<file path="src/rtl/imem_loader_if.sv">
// Byte-stream load bus between a program source and the instruction-memory loader.
// Carries the load request, the byte stream handshake, the memory write port
// and the status outputs (core reset, busy, done, error, checksum).
//   master : program source / system side (drives start, len_words, byte stream)
//   slave  : imem_loader (drives byte_ready, write port and status)
interface imem_loader_if;

    logic        start;
    logic [15:0] len_words;
    logic        byte_valid;
    logic [7:0]  byte_data;
    logic        byte_ready;
    logic        wr_en;
    logic [31:0] wr_addr;
    logic [31:0] wr_data;
    logic        cpu_rst_n;
    logic        busy;
    logic        done;
    logic        error;
    logic [31:0] checksum;

    modport master (
        output start,
        output len_words,
        output byte_valid,
        output byte_data,
        input  byte_ready,
        input  wr_en,
        input  wr_addr,
        input  wr_data,
        input  cpu_rst_n,
        input  busy,
        input  done,
        input  error,
        input  checksum
    );

    modport slave (
        input  start,
        input  len_words,
        input  byte_valid,
        input  byte_data,
        output byte_ready,
        output wr_en,
        output wr_addr,
        output wr_data,
        output cpu_rst_n,
        output busy,
        output done,
        output error,
        output checksum
    );

endinterface

</file>
<file path="src/rtl/imem_loader.sv">
// Instruction-memory loader: receives a program as a little-endian byte stream,
// packs 4 bytes per word and writes the words to sequential word-aligned
// addresses starting at BASE_ADDR. Holds the core in reset while loading and
// keeps an XOR checksum of the words written in the current load.
// Ports:
//   clk  : system clock, rising edge
//   rst  : asynchronous active-high reset
//   bus  : imem_loader_if.slave (start/len_words request, byte stream
//          valid/ready, write port wr_en/wr_addr/wr_data, cpu_rst_n,
//          busy, done, error, checksum)
module imem_loader #(
    parameter int unsigned DEPTH_WORDS = 1024,
    parameter logic [31:0] BASE_ADDR   = 32'h0000_0000,
    parameter bit          BOOT_HOLD   = 1'b1
) (
    input  logic          clk,
    input  logic          rst,
    imem_loader_if.slave  bus
);

    localparam int unsigned LEN_W  = 16;
    localparam int unsigned DATA_W = 32;
    localparam int unsigned ADDR_W = 32;
    localparam int unsigned BYTE_W = 8;
    localparam int unsigned IDX_W  = 2;

    // Low address bits forced to zero so writes are always word-aligned.
    localparam logic [ADDR_W-1:0] BASE_ALIGNED = {BASE_ADDR[ADDR_W-1:2], 2'b00};

    typedef enum logic [1:0] {
        S_IDLE  = 2'd0,
        S_RECV  = 2'd1,
        S_WRITE = 2'd2,
        S_DONE  = 2'd3
    } state_t;

    state_t              r_state;
    logic [IDX_W-1:0]    r_byte_idx;
    logic [LEN_W-1:0]    r_words_left;
    logic [DATA_W-1:0]   r_word;

    logic                r_byte_ready;
    logic                r_wr_en;
    logic [ADDR_W-1:0]   r_wr_addr;
    logic [DATA_W-1:0]   r_wr_data;
    logic                r_cpu_rst_n;
    logic                r_busy;
    logic                r_done;
    logic                r_error;
    logic [DATA_W-1:0]   r_checksum;

    logic                w_xfer;
    logic                w_len_too_big;
    logic                w_len_zero;
    logic                w_last_byte;
    logic [DATA_W-1:0]   w_word_shifted;

    // byte_ready is only ever high in RECV, so this is the RECV transfer strobe.
    assign w_xfer         = bus.byte_valid & r_byte_ready;
    assign w_len_too_big  = 32'(bus.len_words) > 32'(DEPTH_WORDS);
    assign w_len_zero     = (bus.len_words == '0);
    assign w_last_byte    = (r_byte_idx == IDX_W'(3));
    // New byte enters at the top; after 4 shifts byte 0 sits in bits [7:0].
    assign w_word_shifted = {bus.byte_data, r_word[DATA_W-1:BYTE_W]};

    // Load sequencer with registered outputs.
    always_ff @(posedge clk or posedge rst) begin
        if (rst) begin
            r_state      <= S_IDLE;
            r_byte_idx   <= '0;
            r_words_left <= '0;
            r_word       <= '0;
            r_byte_ready <= 1'b0;
            r_wr_en      <= 1'b0;
            r_wr_addr    <= BASE_ALIGNED;
            r_wr_data    <= '0;
            r_cpu_rst_n  <= ~BOOT_HOLD;
            r_busy       <= 1'b0;
            r_done       <= 1'b0;
            r_error      <= 1'b0;
            r_checksum   <= '0;
        end else begin
            case (r_state)
                S_IDLE: begin
                    if (bus.start) begin
                        if (w_len_too_big) begin
                            r_error <= 1'b1;
                        end else if (w_len_zero) begin
                            r_error <= 1'b0;
                            r_done  <= 1'b1;
                            r_state <= S_DONE;
                        end else begin
                            r_error      <= 1'b0;
                            r_checksum   <= '0;
                            r_wr_addr    <= BASE_ALIGNED;
                            r_byte_idx   <= '0;
                            r_words_left <= bus.len_words;
                            r_cpu_rst_n  <= 1'b0;
                            r_busy       <= 1'b1;
                            r_byte_ready <= 1'b1;
                            r_state      <= S_RECV;
                        end
                    end
                end

                S_RECV: begin
                    if (w_xfer) begin
                        r_word     <= w_word_shifted;
                        r_byte_idx <= r_byte_idx + IDX_W'(1);
                        if (w_last_byte) begin
                            // Word complete: present it on the write port next cycle.
                            r_wr_data    <= w_word_shifted;
                            r_wr_en      <= 1'b1;
                            r_byte_ready <= 1'b0;
                            r_state      <= S_WRITE;
                        end
                    end
                end

                S_WRITE: begin
                    r_wr_en      <= 1'b0;
                    r_checksum   <= r_checksum ^ r_wr_data;
                    r_wr_addr    <= r_wr_addr + ADDR_W'(4);
                    r_words_left <= r_words_left - LEN_W'(1);
                    r_byte_idx   <= '0;
                    if (r_words_left == LEN_W'(1)) begin
                        r_done  <= 1'b1;
                        r_state <= S_DONE;
                    end else begin
                        r_byte_ready <= 1'b1;
                        r_state      <= S_RECV;
                    end
                end

                S_DONE: begin
                    r_done      <= 1'b0;
                    r_busy      <= 1'b0;
                    r_cpu_rst_n <= 1'b1;
                    r_state     <= S_IDLE;
                end

                default: begin
                    r_state <= S_IDLE;
                end
            endcase
        end
    end

    assign bus.byte_ready = r_byte_ready;
    assign bus.wr_en      = r_wr_en;
    assign bus.wr_addr    = r_wr_addr;
    assign bus.wr_data    = r_wr_data;
    assign bus.cpu_rst_n  = r_cpu_rst_n;
    assign bus.busy       = r_busy;
    assign bus.done       = r_done;
    assign bus.error      = r_error;
    assign bus.checksum   = r_checksum;

endmodule

</file>
<file path="src/flat_wrapper.sv">
// flat-port wrapper written by rule: the top's interface ports become plain ports
module imem_loader_flat 
#(
    parameter int unsigned DEPTH_WORDS = 1024,
    parameter logic [31:0] BASE_ADDR   = 32'h0000_0000,
    parameter bit          BOOT_HOLD   = 1'b1
)
  (clk, rst, bus_start, bus_len_words, bus_byte_valid, bus_byte_data, bus_byte_ready, bus_wr_en, bus_wr_addr, bus_wr_data, bus_cpu_rst_n, bus_busy, bus_done, bus_error, bus_checksum);
  imem_loader_if bus_i ();
  input  logic clk;
  input  logic rst;
  input wire logic [$bits(bus_i.start)-1:0] bus_start;
  input wire logic [$bits(bus_i.len_words)-1:0] bus_len_words;
  input wire logic [$bits(bus_i.byte_valid)-1:0] bus_byte_valid;
  input wire logic [$bits(bus_i.byte_data)-1:0] bus_byte_data;
  output wire logic [$bits(bus_i.byte_ready)-1:0] bus_byte_ready;
  output wire logic [$bits(bus_i.wr_en)-1:0] bus_wr_en;
  output wire logic [$bits(bus_i.wr_addr)-1:0] bus_wr_addr;
  output wire logic [$bits(bus_i.wr_data)-1:0] bus_wr_data;
  output wire logic [$bits(bus_i.cpu_rst_n)-1:0] bus_cpu_rst_n;
  output wire logic [$bits(bus_i.busy)-1:0] bus_busy;
  output wire logic [$bits(bus_i.done)-1:0] bus_done;
  output wire logic [$bits(bus_i.error)-1:0] bus_error;
  output wire logic [$bits(bus_i.checksum)-1:0] bus_checksum;
  assign bus_i.start = bus_start;
  assign bus_i.len_words = bus_len_words;
  assign bus_i.byte_valid = bus_byte_valid;
  assign bus_i.byte_data = bus_byte_data;
  assign bus_byte_ready = bus_i.byte_ready;
  assign bus_wr_en = bus_i.wr_en;
  assign bus_wr_addr = bus_i.wr_addr;
  assign bus_wr_data = bus_i.wr_data;
  assign bus_cpu_rst_n = bus_i.cpu_rst_n;
  assign bus_busy = bus_i.busy;
  assign bus_done = bus_i.done;
  assign bus_error = bus_i.error;
  assign bus_checksum = bus_i.checksum;
  imem_loader #(.DEPTH_WORDS(DEPTH_WORDS), .BASE_ADDR(BASE_ADDR), .BOOT_HOLD(BOOT_HOLD)) u_core (.clk(clk), .rst(rst), .bus(bus_i));
endmodule
</file>
<file path="config.mk">
export PLATFORM = sky130hd
export DESIGN_NAME = imem_loader_flat
export DESIGN_NICKNAME = d
export VERILOG_FILES = /design/src/rtl/imem_loader_if.sv /design/src/rtl/imem_loader.sv /design/src/flat_wrapper.sv
export SDC_FILE = /design/constraint.sdc
export NUM_CORES = 1
export LEC_CHECK = 0
export BUFFER_PORTS_ARGS = -buffer_cell sky130_fd_sc_hd__buf_4
export CAP_MARGIN = 40
export CORE_MARGIN = 2
export CORE_UTILIZATION = 62
export CTS_BUF_LIST = sky130_fd_sc_hd__clkbuf_8
export DETAILED_ROUTE_END_ITERATION = 16
export HOLD_SLACK_MARGIN = 0.08
export PLACE_DENSITY = 0.88
export REMOVE_ABC_BUFFERS = 1
export SKIP_LAST_GASP = 1
export SYNTH_ARGS = -nofsm -noshare
export SYNTH_HDL_FRONTEND = slang
export SYNTH_SLANG_ARGS = --single-unit
</file>
<file path="constraint.sdc">
create_clock -name clk -period 6.4 [get_ports clk]
set_clock_uncertainty 0.15 [all_clocks]
set_input_delay 0.32 -clock clk [delete_from_list [all_inputs] [get_ports clk]]
set_output_delay 0.32 -clock clk [all_outputs]
set_load 0.01 [all_outputs]
</file>
* Word-level counts from Yosys, hierarchy flattened
Cells that the tools add are included.
** Storage, ports and cells
- Bits in registers :: 154
- Bits in latches :: 0
- Memory bits (writable) :: 0
- ROM bits :: 0
- Input port bits :: 28
- Output and inout port bits :: 102
- Word-level logic and storage cells :: 91
- Memories kept :: 0
** Operators by class
- $add $sub $neg :: 3
- $mul :: 0
- Divide/modulo/power cells :: 0
- $lt $le $gt $ge :: 1
- Equal/unequal tests :: 13
- Shifts and indexed selects :: 0
- Multiplexer cells :: 42
- Bitwise logic cells :: 2
- Reductions and logical operators :: 17
** Operators with widths (count)
- 32-bit case mux with 2 select lines :: 2
- 32-bit 2-to-1 mux :: 3
- 16-bit 2-to-1 mux :: 3
- 32-bit by 3-bit adder with 32-bit output, second input constant :: 1
- 16-bit case mux with 2 select lines :: 1
- 32-bit XOR :: 1
- 2-bit 2-to-1 mux :: 10
- 16-bit by 1-bit equality test with 1-bit output, second input constant :: 1
- 16-bit by 11-bit greater-than comparator with 1-bit output, second input constant :: 1
- 16-bit zero test :: 1
- 1-bit 2-to-1 mux :: 16
- 16-bit by 1-bit subtractor with 16-bit output, second input constant :: 1
- 4-bit AND reduction :: 3
- 5-bit AND reduction :: 2
- 2-bit by 1-bit != test with 1-bit output, second input constant :: 4
- 2-bit != test, second input constant :: 4
- 2-bit case mux with 4 select lines :: 1
- 7-bit AND reduction :: 1
- 2-bit equality test, second input constant :: 3
- 1-bit case mux with 2 select lines :: 3
- 1-bit case mux with 3 select lines :: 2
- 2-bit case mux with 3 select lines :: 1
- 3-bit AND reduction :: 2
- 2-bit nonzero test :: 3
- other kinds (6) :: 8

* Depth between registers and ports, before layout
Gate-level depths: netlist (run 1).
- Word-level depth :: 5
- Gate-level depth with buffers :: 8
- Depth with buffers taken out :: 7

* Worst setup path after synthesis (run 1)
OpenSTA, ideal clock, no wires.
- Path kind :: input to register
- Start point :: input bus_len_words[14]
- End point :: register u_core.r_wr_addr[5], in the netlist u_core.bus.wr_addr[5]
- Library setup time :: 0.073 ns
- Arrival :: 1.968 ns
- Data required time :: 6.177 ns
- Path slack :: 4.209 ns
- Cell stages on the path :: 8
- Buffers on the path :: 3
- Path through :: or4_4 or3_1 buf_6 o21bai_4 buf_12 buf_12 o31ai_1 a21oi_2
** Between the ends
- Word-level cells in the longest chain between the ends :: 3
- Elaborated cells on any way between the ends :: 5
- Those cells by class :: order compare: 1; eq/ne: 2; reduce/logical: 2
** RTL lines
- start, declared :: RTL line flat_wrapper.sv:13 : input wire logic [$bits(bus_i.len_words)-1:0] bus_len_words;
- 16-bit by 11-bit greater-than comparator with 1-bit output / 16-bit zero test (equally long branches) :: RTL line imem_loader.sv:60, imem_loader.sv:61
- 2-bit != test (no line)
- 4-bit AND reduction (no line) *
- end signal, assigned :: RTL line imem_loader.sv:123 : r_wr_addr <= r_wr_addr + ADDR_W'(4);
- end, declared :: RTL line imem_loader.sv:44 : logic [ADDR_W-1:0] r_wr_addr;
Mark *: on every way between the ends. The rest lies on a longest branch, timed or not.
A chain may end at the register's enable or synchronous reset.

* Worst setup path in the final report (run 1)
- Start point :: input bus_len_words[9]
- End point :: register u_core.r_wr_addr[13], in the netlist u_core.bus.wr_addr[13]
The elaborated chain is that of the path after synthesis.

==> key figures, run 1 <==
Run status
  • Status: complete, no violations

Placed design
  • GPL Wtd Cong: 0.885
  • Place WS: 3.20 ns
  • Placed Cells: 950
  • Port Buffer Count: 127
  • DP Wirelength: 11700 um
  • DP Area: 8060 um2

CTS
  • Sink Count: 144
  • Cts repair resizes: 0
  • H-tree depth reported by CTS: 4
  • Post-CTS Setup Repair Bufs: 0
  • CTS Buffer Depth: 2
  • Clock slew at reported path FFs: 0.08 ns
  • CTS tree: done
  • CTS Hold Bufs: 20
  • CTS root buffer: clkbuf_8
  • TritonCTS buffer count: 17
  • Clk_lat worst skew: 0.44 ns

Worst setup path
  • Crit Reg-Reg Endpoint: u_core.r_words_left[8]
  • Setup crit start kind: input pin
  • Max FO, Critical Path: 78
  • CP endpoint kind: flop
  • Critical path data required time: 6.61 ns
  • WP data arrival: 3.37 ns
  • Reg2reg path depth: 7
  • Critical R2R Launch: u_core.r_state[1]
  • R2R Setup Slk: 3.45 ns
  • Setup Crit Path Kind: input pin to flop

Layout
  • Fillers: 778
  • Register area: 3600 um2
  • Commonest cells after routing, fill and taps aside: dfrtp_1, buf_4, nand2_1
  • Final core occ: 76.2%
  • Non-Filler Instances: 1003
  • Leading cell type in the layout, fill and taps excluded: dfrtp_1
  • Diodes inserted: 0
  • Share of layout cells above drive strength 1: 25.7%
  • Nets: 879
  • Area occupied by multi-input gates: 3070 um2
  • Area growth syn-to-layout: 21.0%
  • Final Cell Area: 8630 um2

Synth
  • Post-synthesis cell type count: 61
  • Seq/Total Area, Yosys: 50.5%
  • Synth async-reset ratio: 100%
  • Yosys warns: 0
  • Avg Synthesized Cell Area: 9.90 um2
  • Post-synthesis cell area: 7130 um2
  • Syn Inst Count: 720
  • Top cells by area, synth: dfrtp_1, o31ai_1, or4_1, nand2_1, mux2_2
  • Synth Register Bits: 144
  • Synth Flop Type: dfrtp_1
  • Synth area leader: dfrtp_1
  • EDFF count, synth: 0
  • Top cell type's share of synthesized area: 50.5%

Route
  • Antenna Nets Post-Route: 0
  • DR WL/cell: 18.0 um
  • DRT iter0 DRCs: 529
  • Detailed Route WL: 18000 um
  • Via count: 6266
  • DRC Markers: 0
  • 1st-pass router iterations: 5
  • Vias per cell: 6.25

Pwr
  • PnR Total Power: 3.09 mW
  • Power per cell area: 358 nW/um2
  • VDD IR max: 0.000310 V
  • Leak: 3.98 nW

Global route
  • Grt ovf: 0
  • Largest net degree at the start of global routing: 91
  • Initial antenna violation count: 0
  • Wire length of the first global-routing pass: 30300 um
  • Total track usage: 30.2%
  • Vias in the first global route: 6248

Worst hold path
  • Hold Crit Start: bus_len_words[5]
  • Worst Hold End: u_core.r_words_left[5]
  • HP Class: input pin to flop
  • WHS Path Cells: 4

Timing
  • Hold Vio Cnt, Final: 0
  • Max-slew violations: 0
  • Fin crit share: 49.4%
  • Hold Slack: 0.127 ns
  • Worst-Margin Slew: 0.805 ns
  • RSZ-0062 raised after global routing: no
  • Fmax: 0.316 GHz
  • Relative slew slack: 46.4%
  • Setup tns final: 0 ns
  • Final worst slack: 3.24 ns
  • Min cycle time layout: 3.16 ns
  • Setup violators final: 0

Floorplanning
  • Cell Rows: 39
  • Die W: 111 um
  • Die height: 111 um
  • Starting Density: 63.0%
  • Total core area: 11300 um2
  • Die ar.: 12400 um2
  • IO Count: 130

Job
  • Max-cap violations: 0
[synthesized netlist by cell type, drive strengths merged (2+ instances only)]
cell / count
nand4: 12
a21oi: 69
clkbuf: 23
o21ai: 17
nand2b: 12
buf: 26
a2bb2oi: 2
dfrtp: 144
or3: 6
and3: 5
a21o: 2
nor3: 17
nand3: 17
and2: 2
a31oi: 8
mux2i: 8
o31ai: 53
o211ai: 4
or4: 53
nand2: 102
nor3b: 3
ha: 4
a22o: 4
inv: 46
mux2: 33
nor4: 3
and4: 2
nor2: 21
o22ai: 4
[layout make-up]
type                    instances  share of cell area (%)
inverters                      46                    2.06
repair buffers                156                    14.6
flip-flops and latches        144                    41.8
well taps                     143                    2.07
multi-input cells             482                    35.6
clock inverters                14                    1.06
clock buffers                  18                    2.87
[report_power, final]
| group | switching (mW) | internal, mW |
|---|---|---|
| clock | 0.351 | 0.275 |
| combinational | 0.629 | 0.448 |
| sequential | 0.230 | 1.16 |
[worst max-delay path by stage]
stage / endpoint / from
6_report: u_core.bus.wr_addr[13] / bus_len_words[9]
3_5_place_dp: u_core.r_words_left[8] / u_core.r_state[1]
3_3_place_gp: u_core.bus.wr_addr[5] / u_core.r_state[1]
2_1_floorplan: u_core.r_words_left[8] / bus_len_words[8]
4_1_cts: u_core.r_words_left[8] / u_core.r_state[1]
5_1_grt: u_core.bus.wr_addr[13] / bus_len_words[3]
[cell families (layout without fill, tap and decap cells)]
logic type                 after synthesis  count (layout)  synth area share (%)
DFF                                    144             144                  50.5
adders and majority gates                4               4                 0.702
AOI/OAI and AO/OA                      173             173                  15.9
buffers and inverters                   95             234                  6.62
other                                    1               2                0.0526
muxes                                   41              41                  6.34
xor gates and xnor gates                 1               1                 0.123
and+or+nand+nor                        261             261                  19.8
[worst max-delay path, stage by stage]
cell and delay, ns:
dlygate4sd3_1 0.53, buf_4 0.14, nor4_2 0.46, a31o_2 0.30, a311oi_4 0.10, buf_4 0.31, buf_4 0.39, or4_1 0.58
a21oi_1 0.17
[metal layers]
| metal | track usage, % | vias to the layer above | routed length (um) |
|---|---|---|---|
| met5 | 0 | - | 0 |
| met4 | 11.5 | 0 | 357 |
| met1 | 39.5 | 3124 | 7360 |
| met3 | 7.16 | 35 | 1400 |
| li1 | - | 2866 | - |
| met2 | 49.2 | 241 | 8930 |
[state kept, by name, summed over array words and instances, names as in the netlist]
signal and count:
u_core.bus.busy 1, u_core.bus.byte_ready 1, u_core.bus.checksum 32, u_core.bus.cpu_rst_n 1, u_core.bus.done 1, u_core.bus.error 1, u_core.bus.wr_addr 30, u_core.bus.wr_data 32
u_core.bus.wr_en 1, u_core.r_byte_idx 2, u_core.r_state 2, u_core.r_word 24, u_core.r_words_left 16
No activity file was read; power rests on OpenSTA's default activity.
==> inputs of run 2 (changes only) <==
--- a/config.mk
+++ b/config.mk
@@ -8,11 +8,11 @@
 export BUFFER_PORTS_ARGS = -buffer_cell sky130_fd_sc_hd__buf_4
 export CAP_MARGIN = 40
 export CORE_MARGIN = 2
-export CORE_UTILIZATION = 62
+export CORE_UTILIZATION = 52
 export CTS_BUF_LIST = sky130_fd_sc_hd__clkbuf_8
 export DETAILED_ROUTE_END_ITERATION = 16
 export HOLD_SLACK_MARGIN = 0.08
-export PLACE_DENSITY = 0.88
+export PLACE_DENSITY = 0.78
 export REMOVE_ABC_BUFFERS = 1
 export SKIP_LAST_GASP = 1
 export SYNTH_ARGS = -nofsm -noshare
==> constraint.sdc (replaced) <==
create_clock -name clk -period 2.67 [get_ports clk]
set_clock_uncertainty 0.15 [all_clocks]
set_input_delay 0.1335 -clock clk [delete_from_list [all_inputs] [get_ports clk]]
set_output_delay 0.1335 -clock clk [all_outputs]
set_load 0.01 [all_outputs]
==> run 2 against run 1 <==
- clock power grew to 2.9 times the previous value
- critical endpoint is now u_core.bus.wr_addr[16]
- sequential power is 140% higher
- combinational power grew 150%
- routed wire length decreased by 0.29%
- count of clock-buffer cells in the layout stayed put
- flip-flop and latch count is the same
- non-clock buffer count up 13
- core utilization down 9.4 points
==> key figures, run 2 (synthesis gave the netlist of run 1 again) <==
Run status
  • Status: complete, no violations (unchanged)

Job
  • Max-cap violations: 0 (unchanged)

Worst setup path
  • CP endpoint: u_core.bus.wr_addr[16] (was u_core.bus.wr_addr[13])
  • WP data arrival: 2.69 ns (was 3.37 ns)
  • Critical R2R Launch: u_core.r_words_left[7] (was u_core.r_state[1])
  • Setup crit start kind: input pin (unchanged)
  • CP endpoint kind: flop (unchanged)
  • R2R Setup Slk: 0.29 ns (was 3.45 ns)
  • First element of the critical path: bus_len_words[3] (was bus_len_words[9])
  • Reg2reg path depth: 5 (was 7)
  • Crit Reg-Reg Endpoint: u_core.r_words_left[15] (was u_core.r_words_left[8])
  • Setup Crit Path Kind: input pin to flop (unchanged)
  • Max FO, Critical Path: 74 (was 78)
  • Critical path data required time: 2.88 ns (was 6.61 ns)

Layout
  • Nets: 892 (was 879)
  • Share of layout cells above drive strength 1: 26.3% (was 25.7%)
  • Diodes inserted: 0 (unchanged)
  • Final core occ: 66.8% (was 76.2%)
  • Commonest cells after routing, fill and taps aside: dfrtp_1, buf_4, nand2_1 (unchanged)
  • Fillers: 1027 (was 778)
  • Area growth syn-to-layout: 24.6% (was 21.0%)
  • Leading cell type in the layout, fill and taps excluded: dfrtp_1 (unchanged)

Timing
  • Fmax: 0.403 GHz
  • Worst-Margin Slew: 0.740 ns (was 0.805 ns)
  • Final worst slack: 0.192 ns (was 3.24 ns)
  • Hold Vio Cnt, Final: 0 (unchanged)
  • Min cycle time layout: 2.48 ns
  • RSZ-0062 raised after global routing: yes (was no)
  • Setup violators final: 0 (unchanged)
  • Max-slew violations: 0 (unchanged)
  • Relative slew slack: 50.7% (was 46.4%)
  • Fin crit share: 92.8%

CTS
  • Clock slew at reported path FFs: 0.08 ns (about the same)
  • Post-CTS Setup Repair Bufs: 0 (unchanged)
  • CTS tree: done (unchanged)
  • Clk_lat worst skew: 0.44 ns (about the same)
  • CTS root buffer: clkbuf_8 (unchanged)
  • TritonCTS buffer count: 17 (unchanged)
  • CTS Buffer Depth: 2 (unchanged)
  • H-tree depth reported by CTS: 4 (unchanged)
  • Sink Count: 144 (unchanged)

Floorplanning
  • IO Count: 130 (unchanged)
  • Die W: 121 um (was 111 um)
  • Cell Rows: 42 (was 39)
  • Die height: 121 um (was 111 um)
  • Starting Density: 53.6% (was 63.0%)
  • Die ar.: 14700 um2 (was 12400 um2)
  • Total core area: 13300 um2 (was 11300 um2)

Pwr
  • Leak: 4.09 nW (was 3.98 nW)
  • VDD IR max: 0.000603 V (was 0.000310 V)
  • PnR Total Power: 7.77 mW (was 3.09 mW)
  • Power per cell area: 875 nW/um2 (was 358 nW/um2)

Route
  • Via count: 6272 (was 6266)
  • DRC Markers: 0 (unchanged)
  • DR WL/cell: 17.2 um (was 18.0 um)
  • Antenna Nets Post-Route: 0 (unchanged)
  • DRT iter0 DRCs: 458 (was 529)
  • Vias per cell: 5.98 (was 6.25)
  • Detailed Route WL: 18000 um (about the same)
  • 1st-pass router iterations: 4 (was 5)

Global route
  • Vias in the first global route: 6240 (was 6248)
  • Largest net degree at the start of global routing: 84 (was 91)
  • Initial antenna violation count: 0 (unchanged)
  • Grt ovf: 0 (unchanged)
  • Total track usage: 25.4% (was 30.2%)
  • Wire length of the first global-routing pass: 29700 um (was 30300 um)

Placed design
  • DP Wirelength: 11600 um (was 11700 um)
  • Place WS: 0.293 ns (was 3.20 ns)
  • Port Buffer Count: 127 (unchanged)
  • GPL Wtd Cong: 0.869 (was 0.885)

Worst hold path
  • HP Class: input pin to flop (unchanged)
-- run 2: changes by cell type in the layout (fill, tap and decap cells not counted), sizes merged --
cell         delta
clkinvlp        -1
buf             +9
bufinv          +3
clkinv          -4
dlygate4sd3     +4
inv             +1
-- run 2: worst min path at each step --
stage | start | endpoint | slack (ns) | cells past startpoint
2_1_floorplan | bus_byte_data[0] | u_core.r_word[24] | 0.09 | 2
3_5_place_dp | rst | u_core.bus.checksum[30] | 0.18 | 2
4_1_cts | bus_len_words[11] | u_core.bus.busy | 0.19 | 6
5_1_grt | bus_len_words[11] | u_core.bus.busy | 0.24 | 6
3_3_place_gp | rst | u_core.bus.checksum[30] | 0.16 | 2
6_report | bus_len_words[11] | u_core.bus.busy | 0.20 | 6
-- run 2: final cells by class --
class                           count  area, um2  share of cell area [%]
Tap cell                          176        220                    2.48
Clock inverter                     13        161                    1.82
Multi-Input combinational cell    482       3080                    34.6
Sequential cell                   144       3600                    40.6
Inverter                           46        178                    2.00
Timing Repair Buffer              169       1400                    15.7
Clock buffer                       18        248                    2.79
-- run 2: through the flow --
stage          TNS (ns)  area (um2)  cells  hold WS [ns]
2_1_floorplan   -392.83        6830    672        0.0889
3_3_place_gp          0        8220    992         0.161
3_5_place_dp          0        8230    993         0.178
4_1_cts               0        8880   1048         0.185
5_1_grt         -0.0285        8880   1048         0.236
6_report              0        8880   1048         0.203
-- run 2: critical path, stage by stage --
cell,delay [ns]
dlygate4sd3_1,0.53
buf_4,0.14
nor4_2,0.46
a31o_2,0.31
a311oi_4,0.14
buf_12,0.22
or4_1,0.53
a21oi_1,0.17
-- run 2: power by group --
group / internal (mW) / switching, mW / total [mW] / leakage [nW]
combinational: 1.17 / 1.51 / 2.68 / 1.97
clock: 0.944 / 0.849 / 1.79 / 0.203
sequential: 2.77 / 0.531 / 3.30 / 1.92
total: 4.89 / 2.89 / 7.77 / 4.09
-- run 2: per-layer routing --
metal	share of wire (%)	up-vias	track usage (%)	wire, um
met5	0	-	0	0
met4	2.1	0	9.74	379
met3	6.6	39	6.63	1200
met2	49	235	41.5	8850
met1	42	3107	32.4	7560
li1	-	2891	-	-
-- run 2: what timing repair did --
item,in CTS,in global routing
hold endpoints to repair,114,0
hold buffers,24,0
resized for setup,0,1
endpoints found under the setup margin,0,2
==> inputs of run 3 (changes only) <==
--- a/config.mk
+++ b/config.mk
@@ -7,6 +7,7 @@
 export LEC_CHECK = 0
 export BUFFER_PORTS_ARGS = -buffer_cell sky130_fd_sc_hd__buf_4
 export CAP_MARGIN = 40
+export CORE_ASPECT_RATIO = 0.75
 export CORE_MARGIN = 2
 export CORE_UTILIZATION = 52
 export CTS_BUF_LIST = sky130_fd_sc_hd__clkbuf_8
@@ -15,6 +16,7 @@
 export PLACE_DENSITY = 0.78
 export REMOVE_ABC_BUFFERS = 1
 export SKIP_LAST_GASP = 1
+export SLEW_MARGIN = 25
 export SYNTH_ARGS = -nofsm -noshare
 export SYNTH_HDL_FRONTEND = slang
 export SYNTH_SLANG_ARGS = --single-unit
==> run 3 against run 2 <==
- cell area rose by 1.1%
- die area hardly changed
- flip-flop and latch count unchanged
- combinational power barely moved
- count of clock-buffer cells in the layout did not move
- first-iteration DRC count is 2.6% lower
- global-route usage decreased by 0.78 points
- worst setup slack hardly changed
- worst hold slack worse by 0.072 ns
- final cell count up 0.48%
- maximum frequency barely moved
- critical endpoint is now u_core.bus.checksum[19]
==> key figures, run 3 (synthesis gave the netlist of run 1 again) <==
Pwr
  • Sw Share: 36.2% (was 37.2%)
  • Leak: 4.15 nW (was 4.09 nW)
  • Power share of the clock group: 25.1% (was 23.1%)
  • PnR Total Power: 7.95 mW (was 7.77 mW)
  • Psw: 2.88 mW (was 2.89 mW)
  • Sequential power share: 41.4% (was 42.5%)
  • Comb pwr share: 33.5% (was 34.4%)
  • VDD IR max: 0.000544 V (was 0.000603 V)
  • Power per cell area: 886 nW/um2 (was 875 nW/um2)
  • Cell-internal power: 5.07 mW (was 4.89 mW)

Global route
  • Wire length of the first global-routing pass: 29400 um (was 29700 um)
  • Grt ovf: 0 (unchanged)
  • Largest net degree at the start of global routing: 79 (was 84)
  • Vias in the first global route: 5932 (was 6240)
  • Initial antenna violation count: 0 (unchanged)
  • Total track usage: 24.6% (was 25.4%)

Timing
  • Worst-Margin Slew: 0.673 ns (was 0.740 ns)
  • Fin crit share: 92.8% (about the same)
  • RSZ-0062 raised after global routing: no (was yes)
  • Hold Slack: 0.131 ns (was 0.203 ns)
  • Setup violators final: 0 (unchanged)
  • Relative slew slack: 55.1% (was 50.7%)
  • Min cycle time layout: 2.48 ns (about the same)
  • Hold Vio Cnt, Final: 0 (unchanged)
  • Max-slew violations: 0 (unchanged)
  • Fmax: 0.404 GHz (was 0.403 GHz)

CTS
  • CTS tree: done (unchanged)
  • Clk_lat worst skew: 0.45 ns (was 0.44 ns)
  • Sink Count: 144 (unchanged)
  • CTS root buffer: clkbuf_8 (unchanged)
  • H-tree depth reported by CTS: 4 (unchanged)
  • Clock slew at reported path FFs: 0.08 ns (about the same)
  • CTS Buffer Depth: 2 (unchanged)
  • TritonCTS buffer count: 17 (unchanged)

Placed design
  • Placed Cells: 995 (was 993)
  • Port Buffer Count: 127 (unchanged)
  • DP Area: 8250 um2 (was 8230 um2)
  • GPL Wtd Cong: 0.842 (was 0.869)
  • DP Wirelength: 11600 um (about the same)

Layout
  • Diodes inserted: 0 (unchanged)
  • Commonest cells after routing, fill and taps aside: buf_4, dfrtp_1, nand2_1 (was dfrtp_1, buf_4, nand2_1)
  • Area growth syn-to-layout: 25.9% (was 24.6%)
  • Share of layout cells above drive strength 1: 26.5% (was 26.3%)
  • Non-Filler Instances: 1053 (was 1048)
  • Final Cell Area: 8980 um2 (was 8880 um2)
  • Final core occ: 66.2% (was 66.8%)
  • Nets: 897 (was 892)

Floorplanning
  • Die height: 105 um (was 121 um)
  • Die ar.: 14700 um2 (about the same)
  • Starting Density: 52.6% (was 53.6%)
  • Total core area: 13600 um2 (was 13300 um2)
  • Cell Rows: 37 (was 42)
  • IO Count: 130 (unchanged)
  • Die W: 139 um (was 121 um)

Route
  • Antenna Nets Post-Route: 0 (unchanged)
  • Detailed Route WL: 17600 um (was 18000 um)
  • 1st-pass router iterations: 5 (was 4)
  • DRC Markers: 0 (unchanged)
  • Via count: 6178 (was 6272)
  • Vias per cell: 5.87 (was 5.98)
  • DR WL/cell: 16.7 um (was 17.2 um)
  • DRT iter0 DRCs: 446 (was 458)

Worst setup path
  • Max FO, Critical Path: 56 (was 74)
  • Critical Path Max Stage Delay: 0.54 ns (was 0.53 ns)
  • Top delay family on crit path: buffers and inverters (was simple AND/OR/NAND/NOR gates)
  • Setup Crit Path Kind: input pin to flop (unchanged)
  • Worst-path cell chain: dlygate4sd3_1, buf_4, nor4_4, a31o_2, a311oi_4, buf_12, or4_1, a21oi_1 (was dlygate4sd3_1, buf_4, nor4_2, a31o_2, a311oi_4, buf_12, or4_1, a21oi_1)
  • CP endpoint kind: flop (unchanged)
  • R2R Setup Slk: 0.32 ns (was 0.29 ns)
  • WP data arrival: 2.69 ns (about the same)
  • CP bufs+invs: 3 (unchanged)
  • Critical path data required time: 2.89 ns (was 2.88 ns)
  • Setup crit start kind: input pin (unchanged)
  • Crit-path slowest cell: dlygate4sd3_1 (unchanged)

Worst hold path
  • HP Class: input pin to async pin (was input pin to flop)

Run status
  • Status: complete, no violations (unchanged)

Job
  • Max-cap violations: 0 (unchanged)
## run 3: changes by cell type in the layout (fill, tap and decap cells not counted)
cell | previous run | this run
buf_4 | 139 | 144
bufinv_16 | 3 | 5
clkinv_2 | 2 | 1
clkinvlp_4 | 3 | 2
inv_1 | 46 | 47
nor2_1 | 18 | 19
nor2_2 | 3 | 2
nor4_2 | 2 | 1
nor4_4 | 0 | 1
## run 3: path summary, 6_finish.rpt
| check | startpoint | to | cells after the start |
|---|---|---|---|
| max reg2reg | u_core.bus.wr_addr[3] | u_core.bus.wr_addr[24] | 6 |
| min | rst | u_core.bus.checksum[4] | 3 |
| max | bus_len_words[9] | u_core.bus.checksum[19] | 8 |
| min reg2reg | u_core.r_word[11] | u_core.r_word[11] | 2 |
| max in group asynchronous | rst | u_core.bus.checksum[30] | 4 |
| min in group clk | bus_len_words[11] | u_core.bus.busy | 6 |
## run 3: what timing repair did
| item | 4_1_cts | 5_1_grt |
|---|---|---|
| buffers inserted | 0 | 2 |
| hold buffers | 24 | 0 |
| resized for setup | 0 | 1 |
| endpoints found under the setup margin | 0 | 10 |
| hold endpoints to repair | 149 | 0 |
## run 3: worst reg2reg max path: cells and delay by family (launching register included)
family / cells / cell delay [ns]
compound gates: 2 / 0.40
fa+ha+maj: 1 / 0.22
flops: 1 / 0.46
simple gates: 3 / 1.04
## run 3: power groups by stage
stage / sequential [mW] / clock (mW) / combinational, mW
2_1_floorplan: 3.36 / 0 / 1.30
3_3_place_gp: 3.27 / 0 / 2.50
3_5_place_dp: 3.32 / 0 / 2.63
4_1_cts: 3.28 / 2.02 / 2.67
5_1_grt: 3.38 / 2.13 / 2.95
6_report: 3.29 / 1.99 / 2.66
## run 3: per-layer routing
metal / track usage (%) / vias to the layer above / wire (um)
li1: - / 2904 / -
met1: 33.4 / 3035 / 7910
met2: 39.4 / 220 / 8440
met3: 5.95 / 19 / 1080
met4: 7.86 / 0 / 193
met5: 0 / - / 0
## run 3: cell type report
type,instances,area [um2]
repair buffers,174,1440
multi-input cells,482,3080
well taps,175,219
clock buffers,18,248
flip-flops and latches,144,3600
clock inverters,14,213
inverters,46,178
fillers,1070,4590
## run 3: stage by stage
stage	setup TNS, ns	setup slack [ns]
floorplan	-392.83	-2.33
global placement	0	0.305
detailed placement	0	0.208
CTS	0	0.129
global route	0	0.0524
finish	0	0.192
